===== config.mk =====
export PLATFORM = sky130hd
export DESIGN_NAME = ram_dma_engine
export DESIGN_NICKNAME = d
export VERILOG_FILES = /design/src/rtl/ram_dma_engine.sv
export SDC_FILE = /design/constraint.sdc
export NUM_CORES = 1
export LEC_CHECK = 0
export ABC_AREA = 1
export BUFFER_PORTS_ARGS = -buffer_cell sky130_fd_sc_hd__buf_2
export CORE_UTILIZATION = 54
export CTS_BUF_LIST = sky130_fd_sc_hd__clkbuf_2
export CTS_CLUSTER_SIZE = 30
export DETAILED_ROUTE_END_ITERATION = 16
export GPL_TIMING_DRIVEN = 0
export PLACE_DENSITY = 0.75
export SYNTH_ARGS = -nofsm -noshare
export SYNTH_HDL_FRONTEND = slang
export SYNTH_SLANG_ARGS = --single-unit

===== constraint.sdc =====
create_clock -name clk -period 2.45 [get_ports clk]
set_input_delay 0.3675 -clock clk [delete_from_list [all_inputs] [get_ports clk]]
set_output_delay 0.3675 -clock clk [all_outputs]
set_load 0.01 [all_outputs]

===== src/rtl/ram_dma_engine.sv =====
// Command-driven bus master for synch_ram: block copy (read, capture, write per byte)
// and block fill (one write per byte), one command in flight, single-cycle done pulse.
module ram_dma_engine #(
    parameter int unsigned ADDR_W = 16,
    parameter int unsigned DATA_W = 8,
    parameter int unsigned LEN_W  = 16
) (
    input  logic              clk,
    input  logic              rst_n,
    input  logic              start,
    input  logic              mode,
    input  logic [ADDR_W-1:0] srcAddr,
    input  logic [ADDR_W-1:0] dstAddr,
    input  logic [LEN_W-1:0]  length,
    input  logic [DATA_W-1:0] fillData,
    output logic              busy,
    output logic              done,
    output logic              ramCs,
    output logic              ramWen,
    output logic              ramRen,
    output logic [ADDR_W-1:0] ramAddr,
    output logic [DATA_W-1:0] ramWdata,
    input  logic [DATA_W-1:0] ramRdata
);

    typedef enum logic [2:0] {StIdle, StRd, StCap, StWr, StDone} state_e;

    state_e            state_q;
    logic              mode_q;
    logic [ADDR_W-1:0] src_q;
    logic [ADDR_W-1:0] dst_q;
    logic [LEN_W-1:0]  len_q;
    logic [LEN_W-1:0]  idx_q;
    logic [LEN_W-1:0]  idx_inc;
    logic [DATA_W-1:0] fill_q;

    assign idx_inc = idx_q + LEN_W'(1);

    // Outputs are registered: each transition loads the strobes/address of the state entered.
    always_ff @(posedge clk) begin
        if (!rst_n) begin
            state_q  <= StIdle;
            mode_q   <= 1'b0;
            src_q    <= '0;
            dst_q    <= '0;
            len_q    <= '0;
            idx_q    <= '0;
            fill_q   <= '0;
            busy     <= 1'b0;
            done     <= 1'b0;
            ramCs    <= 1'b0;
            ramWen   <= 1'b0;
            ramRen   <= 1'b0;
            ramAddr  <= '0;
            ramWdata <= '0;
        end else begin
            done   <= 1'b0;
            ramCs  <= 1'b0;
            ramWen <= 1'b0;
            ramRen <= 1'b0;
            case (state_q)
                StIdle: begin
                    busy <= 1'b0;
                    if (start) begin
                        mode_q <= mode;
                        src_q  <= srcAddr;
                        dst_q  <= dstAddr;
                        len_q  <= length;
                        fill_q <= fillData;
                        idx_q  <= '0;
                        busy   <= 1'b1;
                        if (length == '0) begin
                            state_q <= StDone;
                            done    <= 1'b1;
                        end else if (!mode) begin
                            state_q <= StRd;
                            ramCs   <= 1'b1;
                            ramRen  <= 1'b1;
                            ramAddr <= srcAddr;
                        end else begin
                            state_q  <= StWr;
                            ramCs    <= 1'b1;
                            ramWen   <= 1'b1;
                            ramAddr  <= dstAddr;
                            ramWdata <= fillData;
                        end
                    end
                end
                StRd: begin
                    state_q <= StCap;
                end
                StCap: begin
                    // Read data lands at the end of this cycle; it becomes the write data.
                    state_q  <= StWr;
                    ramCs    <= 1'b1;
                    ramWen   <= 1'b1;
                    ramAddr  <= dst_q + ADDR_W'(idx_q);
                    ramWdata <= ramRdata;
                end
                StWr: begin
                    idx_q <= idx_inc;
                    if (idx_inc == len_q) begin
                        state_q <= StDone;
                        done    <= 1'b1;
                    end else if (mode_q) begin
                        state_q  <= StWr;
                        ramCs    <= 1'b1;
                        ramWen   <= 1'b1;
                        ramAddr  <= dst_q + ADDR_W'(idx_inc);
                        ramWdata <= fill_q;
                    end else begin
                        state_q <= StRd;
                        ramCs   <= 1'b1;
                        ramRen  <= 1'b1;
                        ramAddr <= src_q + ADDR_W'(idx_inc);
                    end
                end
                StDone: begin
                    state_q <= StIdle;
                    busy    <= 1'b0;
                end
                default: begin
                    state_q <= StIdle;
                    busy    <= 1'b0;
                end
            endcase
        end
    end

endmodule

==> results.py <==
metrics = {
    "finish": {
        "nets": 1386,
        "fin_util_pct": 75.86,
        "syn2layout_area_growth_pct": 35.53,
        "final_cells": 1459,
        "drive_gt1_share_pct": 23.80,
        "fillers": 973,
    },
    "grt": {
        "gr-total-overflow": 0,
        "grt_first_pass_wirelength_um": 38450,
        "grt_max_degree": 18,
        "antenna_found_initial": 1,
        "grt.total_usage_pct": 39.58,
        "grt_pass1_vias": 7514,
    },
    "synth": {
        "synth_seq_area_share_pct": 30.88,
        "syn-instance-count": 1076,
        "ys_types": 43,
        "ys.flop_type": "dfxtp_1",
        "synth-seq-cells": 105,
        "postSynthAreaPerCell_um2": 6.327,
        "synth_edf_count": 0,
        "async_reset_ff_share_pct": 0,
        "syn_area_um2": 6808,
        "synth_nets": 1177,
        "ys.warnings.count": 0,
    },
    "run_status": {
        "status": "complete, but fails checks",
        "violations": "setup timing",
    },
    "critical_path": {
        "endpoint_kind": "register",
        "path_class": "register to register",
        "crit_path_max_fanout": 4,
        "r2r_slack_ns": -0.22,
        "cp.arrival_ns": 3.28,
        "crit_required_ns": 3.07,
        "start_kind": "register",
    },
    "power_and_ir_drop": {
        "peakVddDrop_v": 0.0004520,
        "p_leak_nw": 4.145,
        "powerDensity_nw_per_um2": 534.7,
        "power.total_mw": 4.933,
    },
    "sta": {
        "period_needed_ns": 2.666,
        "finalMaxSlewViolations": 0,
        "slew_headroom_pct": 45.24,
        "hold_violations": 0,
        "skew_ns": 0.05092,
        "setup_viol": 21,
        "grt_setup_unrepaired": "yes",
        "max_clock_freq_mhz": 375.1,
        "finalWorstSetupSlack_ns": -0.2163,
        "tightestPinTransition_ns": 0.8111,
        "period_share_pct": 108.8,
    },
    "clocking": {
        "clockRootBuffer": "clkbuf_2",
        "clock_latency_ns": 0.68,
        "cts_max_path_buffers": 2,
        "clk_pin_slew_ns": 0.30,
        "clock_sink_count": 105,
        "numCtsBuffers": 9,
        "h-tree-depth": 3,
        "cts_tree": "yes",
    },
    "placement": {
        "gp_congestion": 0.9713,
        "dpl.hpwl_um": 18360,
        "io_buffers": 95,
        "dp_slack_ns": -0.5959,
        "dp.cells": 1339,
    },
    "floorplanning": {
        "start_util_pct": 55.98,
        "die_w_um": 114.3,
        "rows": 40,
        "core-area_um2": 12160,
        "fp.dieH_um": 114.3,
        "io_pins": 97,
        "dieArea_um2": 13060,
    },
    "drt": {
        "wire_per_inst_um": 17.97,
        "drc_errors": 0,
        "ant_nets": 0,
        "vias_per_cell": 5.729,
        "drt_iter0_drc": 938,
        "dr_total_vias": 8359,
        "dr.pass1.iters": 9,
        "wirelength_um": 26210,
    },
    "hold_path": {
        "hold_class": "input port to register",
    },
    "run": {
        "max-cap-violations": 0,
    },
}
cells by family (layout without fill, tap and decap cells):
logic type / count (synthesis) / after routing / share of synthesized area, %
AND/OR/NAND/NOR: 532 / 533 / 32.88
AO/OA/AOI/OAI: 240 / 240 / 19.28
buffers and inverters: 153 / 366 / 8.785
flip-flops: 105 / 105 / 30.88
adder cells (fa/ha/maj): 33 / 33 / 6.286
XOR/XNOR: 12 / 12 / 1.746
multiplexers: 1 / 1 / 0.1470
other: 0 / 1 / 0
placed cells by master (no fill, tap or decap), types with 19 or more instances in the layout:
cell | Yosys | layout
nand2_1 | 301 | 270
a21oi_1 | 124 | 114
nor2_1 | 105 | 97
buf_2 | 1 | 96
dfxtp_1 | 105 | 92
inv_1 | 103 | 91
nand3_1 | 78 | 69
o21ai_0 | 68 | 55
dlygate4sd3_1 | 0 | 53
buf_4 | 0 | 43
clkbuf_1 | 38 | 33
nand2_2 | 4 | 26
ha_1 | 31 | 19
registers in the layout, summed over array words and instances (netlist names), 3 cells and up:
register / cells
ramAddr: 16
dst_q: 16
ramWdata: 8
src_q: 16
idx_q: 16
state_q: 3
fill_q: 8
len_q: 16
Yosys cell counts, types with 3 or more instances:
master      n  area share (%)
nand2_1   301              17
a21oi_1   124             9.1
dfxtp_1   105              31
nor2_1    105             5.8
inv_1     103             5.7
nand3_1    78             5.7
o21ai_0    68             5.0
clkbuf_1   38             2.1
ha_1       31             5.7
nand4_1    14             1.3
o21bai_1   10             1.1
a22o_1      8             1.0
nor3_1      8            0.59
xor2_1      8             1.0
o21ai_1     7            0.51
a31oi_1     6            0.55
nor2_2      6            0.55
o211ai_1    5            0.55
nand2_2     4            0.37
nand3b_1    4            0.44
o311ai_0    4            0.51
buf_6       3            0.50
clkinv_1    3            0.17
inv_2       3            0.17
or2_2       3            0.28
xnor2_1     3            0.39
final timing paths:
check,from,end,depth (start not counted)
worst max-delay path,idx_q[0]$_SDFFE_PN0P_,ramAddr[7]$_SDFFE_PN0P_,17
worst min-delay path,srcAddr[4],src_q[4]$_SDFFE_PN0P_,3
worst max register to register,idx_q[0]$_SDFFE_PN0P_,ramAddr[7]$_SDFFE_PN0P_,17
worst min register to register,src_q[3]$_SDFFE_PN0P_,src_q[3]$_SDFFE_PN0P_,2
repair_timing:
| action | 4_1_cts | 5_1_grt |
|---|---|---|
| resized for setup | 116 | 80 |
| buffers inserted | 31 | 18 |
| gates cloned | 0 | 2 |
| setup endpoints to repair | 29 | 39 |
| pin swaps | 40 | 48 |
| hold buffers | 53 | 0 |
| hold endpoints to repair | 53 | 0 |
cell type report:
cell class                 instances  area [µm²]  share of cell area [%]
timing repair buffer             198        1416                   15.35
antenna                            1       2.502                 0.02712
clock inverter                     5       40.04                  0.4340
buffer                            43       237.7                   2.577
tap                              168       210.2                   2.278
inverter                         109       416.7                   4.516
sequential                       105        2148                   23.28
multi-input combinational        819        4700                   50.94
clock buffer                      11       55.05                  0.5967
power breakdown:
group | switching (mW) | internal [mW] | leakage [nW]
clock | 0.639 | 0.152 | 0.0621
combinational | 1.30 | 0.773 | 3.21
sequential | 0.125 | 1.94 | 0.874
worst max-delay path: stages, from the launching register on:
cell,delay (ns)
dfxtp_4,0.45
ha_4,0.16
nand2_4,0.08
nor2_4,0.20
nand2_4,0.11
nand2_4,0.10
nand2_4,0.06
inv_4,0.06
ha_4,0.21
a21o_1,0.20
nor2_2,0.12
nand2_2,0.09
o21ai_1,0.13
a21oi_1,0.06
nor3_2,0.31
nand3_1,0.13
nand2_1,0.09
nor2_1,0.04
layer usage:
metal / part of all wire [%] / track usage [%] / wire [µm] / vias to the layer above
li1: - / - / - / 3984
met2: 46 / 64.44 / 11950 / 477
met5: 0 / 0 / 0 / -
met1: 39 / 47.87 / 10300 / 3789
met3: 9.9 / 10.27 / 2603 / 109
met4: 5.2 / 21.13 / 1363 / 0
through the flow:
step	TNS (ns)	instance area (µm²)	hold slack, ns
after floorplan	-0.02355	6814	0.4244
after global placement	-5.095	7500	0.4361
after detailed placement	-5.870	7500	0.4396
after CTS	-0.4526	8772	0.002678
after global routing	-5.180	9226	0.02436
final	-2.446	9226	0.02645
No activity file was read; power rests on OpenSTA's default activity.
